**config.mk**
```make
export PLATFORM = sky130hd
export DESIGN_NAME = huffman_translation_scheduler
export DESIGN_NICKNAME = d
export VERILOG_FILES = /design/src/rtl/huffman_translation_scheduler.sv
export SDC_FILE = /design/constraint.sdc
export NUM_CORES = 1
export LEC_CHECK = 0
export BUFFER_PORTS_ARGS = -buffer_cell sky130_fd_sc_hd__buf_2
export CAP_MARGIN = 20
export CORE_ASPECT_RATIO = 0.75
export CORE_MARGIN = 1
export CORE_UTILIZATION = 42
export CTS_CLUSTER_SIZE = 28
export DETAILED_ROUTE_END_ITERATION = 8
export SYNTH_ARGS = -nofsm -noshare
export SYNTH_HDL_FRONTEND = slang
export SYNTH_SLANG_ARGS = --single-unit
```
**constraint.sdc**
```tcl
create_clock -name clk -period 7.16 [get_ports clk]
set_input_delay 1.074 -clock clk [delete_from_list [all_inputs] [get_ports clk]]
set_output_delay 1.074 -clock clk [all_outputs]
set_load 0.005 [all_outputs]
```
**src/rtl/huffman_translation_scheduler.sv**
```systemverilog
// Round-robin scheduler sharing one fixed-latency huffman translator between
// NUM_REQ requesters. Accepted operands are registered into the translator,
// a tag pipeline remembers which requester each result belongs to, and
// results are buffered in a first-word-fall-through FIFO toward the packer.
// Occupancy (in flight + buffered) gates issue so the FIFO can never overflow.
module huffman_translation_scheduler #(
    parameter int NUM_REQ    = 4,
    parameter int LAT        = 3,
    parameter int FIFO_DEPTH = 8
) (
    input  logic                                              clk,
    input  logic                                              reset,
    input  logic [NUM_REQ-1:0]                                req_valid,
    output logic [NUM_REQ-1:0]                                req_ready,
    input  logic [NUM_REQ*8-1:0]                              req_l,
    input  logic [NUM_REQ*16-1:0]                             req_d,
    output logic                                              tr_enable,
    output logic [7:0]                                        tr_l_V,
    output logic [15:0]                                       tr_d_V,
    input  logic                                              tr_output_ready,
    input  logic [55:0]                                       tr_result,
    output logic                                              rsp_valid,
    input  logic                                              rsp_ready,
    output logic [((NUM_REQ > 1) ? $clog2(NUM_REQ) : 1)-1:0] rsp_id,
    output logic [55:0]                                       rsp_data,
    input  logic                                              flush,
    output logic                                              flush_done,
    output logic                                              busy
);

    localparam int ID_W  = (NUM_REQ > 1) ? $clog2(NUM_REQ) : 1;
    localparam int PTR_W = (FIFO_DEPTH > 1) ? $clog2(FIFO_DEPTH) : 1;
    localparam int OCC_W = PTR_W + 1;
    localparam int ENT_W = ID_W + 56;
    localparam logic [ID_W:0] NUM_REQ_W = (ID_W + 1)'(NUM_REQ);

    typedef enum logic [1:0] {
        IDLE  = 2'd0,
        ISSUE = 2'd1,
        DRAIN = 2'd2
    } state_t;

    state_t             state;
    logic [ID_W-1:0]    rr_ptr;
    logic [OCC_W-1:0]   inflight_cnt;
    logic [OCC_W-1:0]   wr_ptr;
    logic [OCC_W-1:0]   rd_ptr;
    logic [OCC_W-1:0]   fifo_cnt;
    logic [OCC_W-1:0]   occupancy;
    logic [OCC_W-1:0]   occupancy_next;
    logic [ENT_W-1:0]   fifo_mem [FIFO_DEPTH];
    logic [ENT_W-1:0]   fifo_head;
    logic [LAT-1:0]     tag_valid;
    logic [ID_W-1:0]    tag_id [LAT];
    logic               tag_err;

    logic               any_req;
    logic               issue_ok;
    logic               accept;
    logic               grant_found;
    logic [ID_W-1:0]    grant_id;
    logic               push;
    logic               pop;
    logic [7:0]         lane_l [NUM_REQ];
    logic [15:0]        lane_d [NUM_REQ];

    // Split the flat operand buses into per-lane views and build the one-hot grant.
    for (genvar gi = 0; gi < NUM_REQ; gi++) begin : g_lane
        assign lane_l[gi]    = req_l[gi*8 +: 8];
        assign lane_d[gi]    = req_d[gi*16 +: 16];
        assign req_ready[gi] = accept && (grant_id == ID_W'(gi));
    end

    // Round-robin search: first valid requester at or after the priority pointer.
    always_comb begin
        logic [ID_W:0] cand;
        grant_found = 1'b0;
        grant_id    = '0;
        cand        = '0;
        for (int k = 0; k < NUM_REQ; k++) begin
            cand = {1'b0, rr_ptr} + (ID_W + 1)'(k);
            if (cand >= NUM_REQ_W) begin
                cand = cand - NUM_REQ_W;
            end
            if (!grant_found && req_valid[cand[ID_W-1:0]]) begin
                grant_found = 1'b1;
                grant_id    = cand[ID_W-1:0];
            end
        end
    end

    // Reset gates issue so no grant leaks out while the block is held in reset.
    assign any_req        = |req_valid;
    assign issue_ok       = reset && (state != DRAIN) && !flush &&
                            (occupancy < OCC_W'(FIFO_DEPTH));
    assign accept         = issue_ok && grant_found;
    assign push           = tr_output_ready && tag_valid[LAT-1];
    assign fifo_cnt       = wr_ptr - rd_ptr;
    assign occupancy      = inflight_cnt + fifo_cnt;
    assign occupancy_next = occupancy + OCC_W'(accept) - OCC_W'(pop);
    assign fifo_head      = fifo_mem[rd_ptr[PTR_W-1:0]];
    assign rsp_valid      = (fifo_cnt != '0);
    assign pop            = rsp_valid && rsp_ready;
    assign rsp_id         = rsp_valid ? fifo_head[ENT_W-1 -: ID_W] : '0;
    assign rsp_data       = rsp_valid ? fifo_head[55:0] : '0;
    assign busy           = (state != IDLE) || (occupancy != '0);

    // Issue register toward the translator plus round-robin pointer advance.
    always_ff @(posedge clk or negedge reset) begin
        if (!reset) begin
            tr_enable <= 1'b0;
            tr_l_V    <= '0;
            tr_d_V    <= '0;
            rr_ptr    <= '0;
        end else begin
            tr_enable <= accept;
            if (accept) begin
                tr_l_V <= lane_l[grant_id];
                tr_d_V <= lane_d[grant_id];
                rr_ptr <= (grant_id == ID_W'(NUM_REQ - 1)) ? '0 : grant_id + 1'b1;
            end
        end
    end

    // Tag pipeline aligned with tr_enable; its last stage pairs with tr_output_ready.
    always_ff @(posedge clk or negedge reset) begin
        if (!reset) begin
            tag_valid <= '0;
            for (int s = 0; s < LAT; s++) begin
                tag_id[s] <= '0;
            end
            tag_err      <= 1'b0;
            inflight_cnt <= '0;
        end else begin
            tag_valid[0] <= accept;
            tag_id[0]    <= grant_id;
            for (int s = 1; s < LAT; s++) begin
                tag_valid[s] <= tag_valid[s-1];
                tag_id[s]    <= tag_id[s-1];
            end
            // A result with no matching tag is dropped and remembered.
            if (tr_output_ready && !tag_valid[LAT-1]) begin
                tag_err <= 1'b1;
            end
            inflight_cnt <= inflight_cnt + OCC_W'(accept) - OCC_W'(push);
        end
    end

    // Response FIFO storage; contents need no reset because the pointers define validity.
    always_ff @(posedge clk) begin
        if (push) begin
            fifo_mem[wr_ptr[PTR_W-1:0]] <= {tag_id[LAT-1], tr_result};
        end
    end

    // FIFO pointers with an extra wrap bit so full and empty are distinguishable.
    always_ff @(posedge clk or negedge reset) begin
        if (!reset) begin
            wr_ptr <= '0;
            rd_ptr <= '0;
        end else begin
            if (push) begin
                wr_ptr <= wr_ptr + 1'b1;
            end
            if (pop) begin
                rd_ptr <= rd_ptr + 1'b1;
            end
        end
    end

    // Control FSM: issue while requests exist, drain everything on flush.
    always_ff @(posedge clk or negedge reset) begin
        if (!reset) begin
            state      <= IDLE;
            flush_done <= 1'b0;
        end else begin
            flush_done <= 1'b0;
            case (state)
                IDLE: begin
                    if (flush) begin
                        state <= DRAIN;
                    end else if (any_req) begin
                        state <= ISSUE;
                    end
                end
                ISSUE: begin
                    if (flush) begin
                        state <= DRAIN;
                    end else if (!any_req) begin
                        state <= IDLE;
                    end
                end
                DRAIN: begin
                    if (occupancy_next == '0) begin
                        state      <= IDLE;
                        flush_done <= 1'b1;
                    end
                end
                default: state <= IDLE;
            endcase
        end
    end

endmodule

```
---- Yosys cells after proc, flatten, opt, wreduce, memory -nomap -nowiden ----
Memories as Yosys holds them, arrays and structs flattened.
Index checks and enable logic that the tools add are counted.
storage, ports and cells
  bits in registers ....................... 51
  bits in latches ......................... 0
  bits in writable memories ............... 464
  memory bits (read-only) ................. 0
  bits of input ports ..................... 161
  output and inout port bits .............. 90
  logic and storage cells ................. 115
  memories ................................ 1
memories
  memory    depth  width  rd ports  clocked after Yosys merged registers in  write ports  RTL line  text
  fifo_mem  8      58     1         0                                        1            51        logic [ENT_W-1:0] fifo_mem [FIFO_DEPTH];
operators by class
  $add $sub $neg .......................... 16
  $mul .................................... 0
  divide/modulo/power cells ............... 0
  magnitude comparators ................... 10
  equality and inequality tests ........... 9
  shift-type cells ........................ 0
  muxes and demuxes ....................... 39
  bitwise operators ....................... 1
  reductions and logical operators ........ 26
operator list
  operator                                                                      count
  56-bit 2-to-1 mux                                                             1
  16-bit binary-select mux with 2-bit select                                    1
  16-bit 2-to-1 mux                                                             2
  2-bit 2-to-1 mux                                                              15
  8-bit binary-select mux with 2-bit select                                     1
  8-bit 2-to-1 mux                                                              2
  1-bit logical AND                                                             13
  3-bit greater-or-equal comparator, second input constant                      4
  2-bit by 3-bit less-than comparator with 1-bit output, second input constant  4
  1-bit 2-to-1 mux                                                              12
  4-bit by 1-bit adder with 4-bit output                                        2
  4-bit by 1-bit adder with 4-bit output, second input constant                 2
  1-bit binary-select mux with 2-bit select                                     4
  4-bit nonzero test                                                            2
  2-bit by 1-bit subtractor with 2-bit output, second input constant            4
  4-bit by 1-bit subtractor with 4-bit output                                   2
  2-bit by 2-bit adder with 3-bit output, second input constant                 2
  2-bit == test, second input constant                                          3
  3-bit != test, second input constant                                          2
  2-bit one-hot mux with 3 select lines                                         1
  4-bit adder                                                                   1
  2-bit by 1-bit == test with 1-bit output, second input constant               2
  1-bit logical NOT                                                             4
  2-bit logical NOT                                                             2
  other kinds (12)                                                              13

---- Longest topological paths before layout ----
  word-level depth ........................ 20
  mapped depth ............................ 21
  depth with buffers taken out ............ 18

---- Worst setup path after synthesis ----
OpenSTA, ideal clock, no wires.
  kind .................................... input-to-reg
  from .................................... input tr_output_ready
  to ...................................... memory fifo_mem[0][0] in the netlist's numbering (enable)
  library setup time ...................... 0.617 ns
  data arrival time ....................... 6.733 ns
  data required time ...................... 6.543 ns
  path slack .............................. -0.190 ns
  cell stages on the path ................. 2
  path buffers ............................ 0
  path through ............................ nand2_1 > nor4_1
on the way
  word-level cells in the longest chain between the ends .. 3
ends and longest elaborated chain
  item                                    RTL line  text
  from (decl)                             20        input logic tr_output_ready,
  1-bit logical AND                       97        assign push = tr_output_ready && tag_valid[LAT-1];
  1-bit 2-to-1 mux                        151       if (push) begin
  1-bit 2-to-1 mux (not written as such)  152       fifo_mem[wr_ptr[PTR_W-1:0]] <= {tag_id[LAT-1], tr_result};
  to (decl)                               51
No other way between the ends.

---- Worst setup path after layout ----
  from .................................... register rd_ptr[0]
  to ...................................... output req_ready[0]
on the way
  word-level cells in the longest chain between the ends .. 6
ends and longest elaborated chain
  item                        RTL line  text
  from (decl)                 47        logic [OCC_W-1:0] rd_ptr;
  from (signal assigned)      166       rd_ptr <= rd_ptr + 1'b1;
  4-bit subtractor            98        assign fifo_cnt = wr_ptr - rd_ptr;
  4-bit adder                 99        assign occupancy = inflight_cnt + fifo_cnt;
  4-bit less-than comparator  95        (occupancy < OCC_W'(FIFO_DEPTH));
  1-bit logical AND           94        assign issue_ok = reset && (state != DRAIN) && !flush &&
  1-bit logical AND           96        assign accept = issue_ok && grant_found;
  named net accept            59        logic accept;
  1-bit logical AND           71        assign req_ready[gi] = accept && (grant_id == ID_W'(gi));
  to (decl)                   14        output logic [NUM_REQ-1:0] req_ready,
The timed path passes the listed nets, and every way through them passes these cells.

==> flow_metrics.env <==
export IMPL_status="completed"
export IMPL_coreArea_um2=49000
export IMPL_ys_seq_area_frac=0.724
export IMPL_crit_buf_inv=5
export IMPL_nNetsFinal=1589
export IMPL_grt_busiest_layer="met2"
export IMPL_postRouteAntennaNets=0
export IMPL_vias=11500
export IMPL_die_x_um=260
export IMPL_required_ns=6.09
export IMPL_syn_avg_cell_area_um2=18.2
export IMPL_worstSetupPathType="register to output port"
export IMPL_cts_clk_slew_worst_paths_ns=0.06
export IMPL_grt_max_degree=69
export IMPL_dpl_cell_count=1999
export IMPL_yosys_top_cells_area="edfxtp_1, mux4_2, dfrtp_1"
export IMPL_grt_util_met3=0.0404
export IMPL_r2r_setup_slack_ns=2.01
export IMPL_ctsHoldBuffers=0
export IMPL_htreeDepth=2
export IMPL_initial_core_util=0.428
export IMPL_numPortBuffers=250
export IMPL_grt_pass1_wl_um=73100
export IMPL_clockBufferDepth=3
export IMPL_fin_skew_ns=0.0166
export IMPL_report_final_setup_viol=0
export IMPL_post_drt_wl_per_cell_um=22.7
export IMPL_finalPower_mw=9.63
export IMPL_grt_use_total=0.190
export IMPL_vdd_drop_max_mv=0.299
export IMPL_final_util=0.499
export IMPL_ys_ff_latch=514
export IMPL_synthArstFlopShare=0.0973
export IMPL_yosysWarnings=0
export IMPL_layout_cells_non_filler=2093
export IMPL_period_needed_ns=5.70
export IMPL_synth_most_common_cell="edfxtp_1"
export IMPL_cp_end_kind="output port"
export IMPL_cts_setup_buffers=0
export IMPL_post_cts_resized=0
export IMPL_hold_viol_final=0
export IMPL_dieArea_um2=50800
export IMPL_crit_family="buffers and inverters"
export IMPL_slew_viol_final=0
export IMPL_grt_pass1_vias=12100
export IMPL_syn_nets=1339
export IMPL_grtUsageMet1=0.274
export IMPL_syn2layout_area_growth_pct=16.6
export IMPL_drt_iter0_markers=856
export IMPL_clk_latency_ns=0.57
export IMPL_startpoint_type="register"
export IMPL_cp_cell_sequence="ha_1 -> inv_1 -> fa_1 -> xor2_1 -> ha_1 -> and3_1 -> or3_4 -> a211oi_2 -> buf_4 -> or3_1 -> buf_4 -> inv_2 -> and2_1 -> buf_2"
export IMPL_reg2reg_from="rd_ptr[0]$_DFFE_PN0P_"
export IMPL_routed_wl_um=47400
export IMPL_synth_largest_area_cell="edfxtp_1"
export IMPL_min_path_cells=0
export IMPL_rsz0062_at_grt="false"
export IMPL_cellPowerDensity_nw_per_um2=394
export IMPL_slew_headroom=0.265
export IMPL_synth_top_area_frac=0.665
export IMPL_tns_ns=0
export IMPL_hold_path_class="register to register"
export IMPL_holdPathEnd="tag_id[3]$_DFF_PN0_"
export IMPL_place_congestion=0.877
export IMPL_gr_total_overflow=0
export IMPL_drcViolationCount=0
export IMPL_antenna_found_initial=9
export IMPL_first_pass_iters=5
export IMPL_synth_top_flop_cell="edfxtp_1"
export IMPL_cts_root_buf="clkbuf_16"
export IMPL_critPathMaxFanout=32
export IMPL_cts_sinks=514
export IMPL_p_leak_nw=8.54
export IMPL_cts_tree="built"
export IMPL_io_pins=251
export IMPL_cts_buffers_inserted=48
export IMPL_worst_path_largest_cell_delay_ns=0.83
export IMPL_synth_enable_flop_cells=464
export IMPL_timing_rr_end="state[1]$_DFFE_PN0P_"
export IMPL_place_hpwl_um=26500
export IMPL_maxCapViolations=0
export IMPL_period_share=0.796
export IMPL_met2_usage=0.296
export IMPL_vias_per_cell=5.50
export IMPL_cp_data_arrival_time_ns=4.63
export IMPL_worst_pin_slew_ns=1.10
export IMPL_drive_gt1_frac=0.336
export IMPL_rr_worst_depth=18
export IMPL_core_rowCount=70
export IMPL_syn_inst=1153
export IMPL_syn_cell_area_um2=21000
export IMPL_ys_types=41
export IMPL_clock_fmax_ghz=0.175
export IMPL_netlist_top_cells_count="edfxtp_1, nand2_1, mux4_2"
export IMPL_critPathSlowestCell="dfrtp_4"
export IMPL_min_delay_start="tag_id[5]$_DFF_PN0_"
export IMPL_die_h_um=195
[per-stage QoR]
step           setup slack, ns  hold WS, ns  instance area [um2]
5_1_grt                   1.18        0.362                24400
3_5_place_dp              1.94        0.336                23000
2_1_floorplan             1.23        0.331                21000
6_report                  1.46        0.347                24400
3_3_place_gp              2.01        0.335                23000
4_1_cts                   1.35        0.349                24400
[how the worst max path moves through the flow]
stage | from | to | slack [ns] | depth (start not counted)
after CTS | rd_ptr[0]$_DFFE_PN0P_ | req_ready[0] | 1.35 | 14
final | rd_ptr[0]$_DFFE_PN0P_ | req_ready[0] | 1.46 | 14
after detailed placement | rd_ptr[0]$_DFFE_PN0P_ | state[1]$_DFFE_PN0P_ | 1.94 | 18
after global placement | rd_ptr[0]$_DFFE_PN0P_ | state[1]$_DFFE_PN0P_ | 2.01 | 18
after global routing | rd_ptr[0]$_DFFE_PN0P_ | req_ready[0] | 1.18 | 14
after floorplan | tr_output_ready | fifo_mem[4][0]$_DFFE_PP_ | 1.23 | 4
[cells in the final DEF (no fill, tap or decap), types with 10 or more instances in the layout]
cell       netlist  final
dfrtp_1         50     47
buf_2           12    250
clkbuf_1        45     17
clkbuf_16        0     48
o21a_1          51     50
clkinv_1         0     12
xnor2_1         10     10
buf_4            0     24
o31ai_1         39     39
mux4_2         116    116
a211oi_1        48     48
nand2_1        122    122
a21oi_1         62     62
ha_1            21     21
edfxtp_1       464    464
o31ai_2         10     10
inv_1           19     19
[state kept, by name, summed over array words and instances, names as in the netlist, 3 cells and up]
register      count
wr_ptr            4
tag_valid         3
tr_l_V            8
tag_id            6
inflight_cnt      4
tr_d_V           16
rd_ptr            4
fifo_mem        464
[power breakdown]
part / internal (mW) / switching [mW] / leakage, nW
Sequential: 3.46 / 0.164 / 4.80
Clock: 1.27 / 1.04 / 0.679
Combinational: 1.62 / 2.07 / 3.06
[area by class of cell]
| cell class | count | area, um2 |
|---|---|---|
| timing repair buffer | 276 | 1490 |
| antenna | 6 | 15.0 |
| inverter | 22 | 82.6 |
| fill | 4015 | 24500 |
| sequential | 514 | 15200 |
| multi-input combinational | 541 | 5460 |
| tap | 648 | 811 |
| clock buffer | 65 | 1260 |
| clock inverter | 21 | 130 |
[metal layers]
layer | part of all wire | vias up
met5 | 0.0011 | -
met2 | 0.48 | 244
met4 | 0.021 | 8
met3 | 0.056 | 83
met1 | 0.45 | 6053
li1 | - | 5126
[cell families (layout without fill, tap and decap cells)]
family                   after synthesis  in the layout  share of synthesized area
buffers and inverters                 98            384                     0.0197
adder cells (fa/ha/maj)               25             25                     0.0164
AO/OA/AOI/OAI                        222            222                     0.0750
AND/OR/NAND/NOR                      160            160                     0.0318
flip-flops                           514            514                      0.724
other                                  0              6                          0
multiplexers                         120            120                      0.127
XOR/XNOR                              14             14                    0.00585
(Power assumes the default switching activity.)
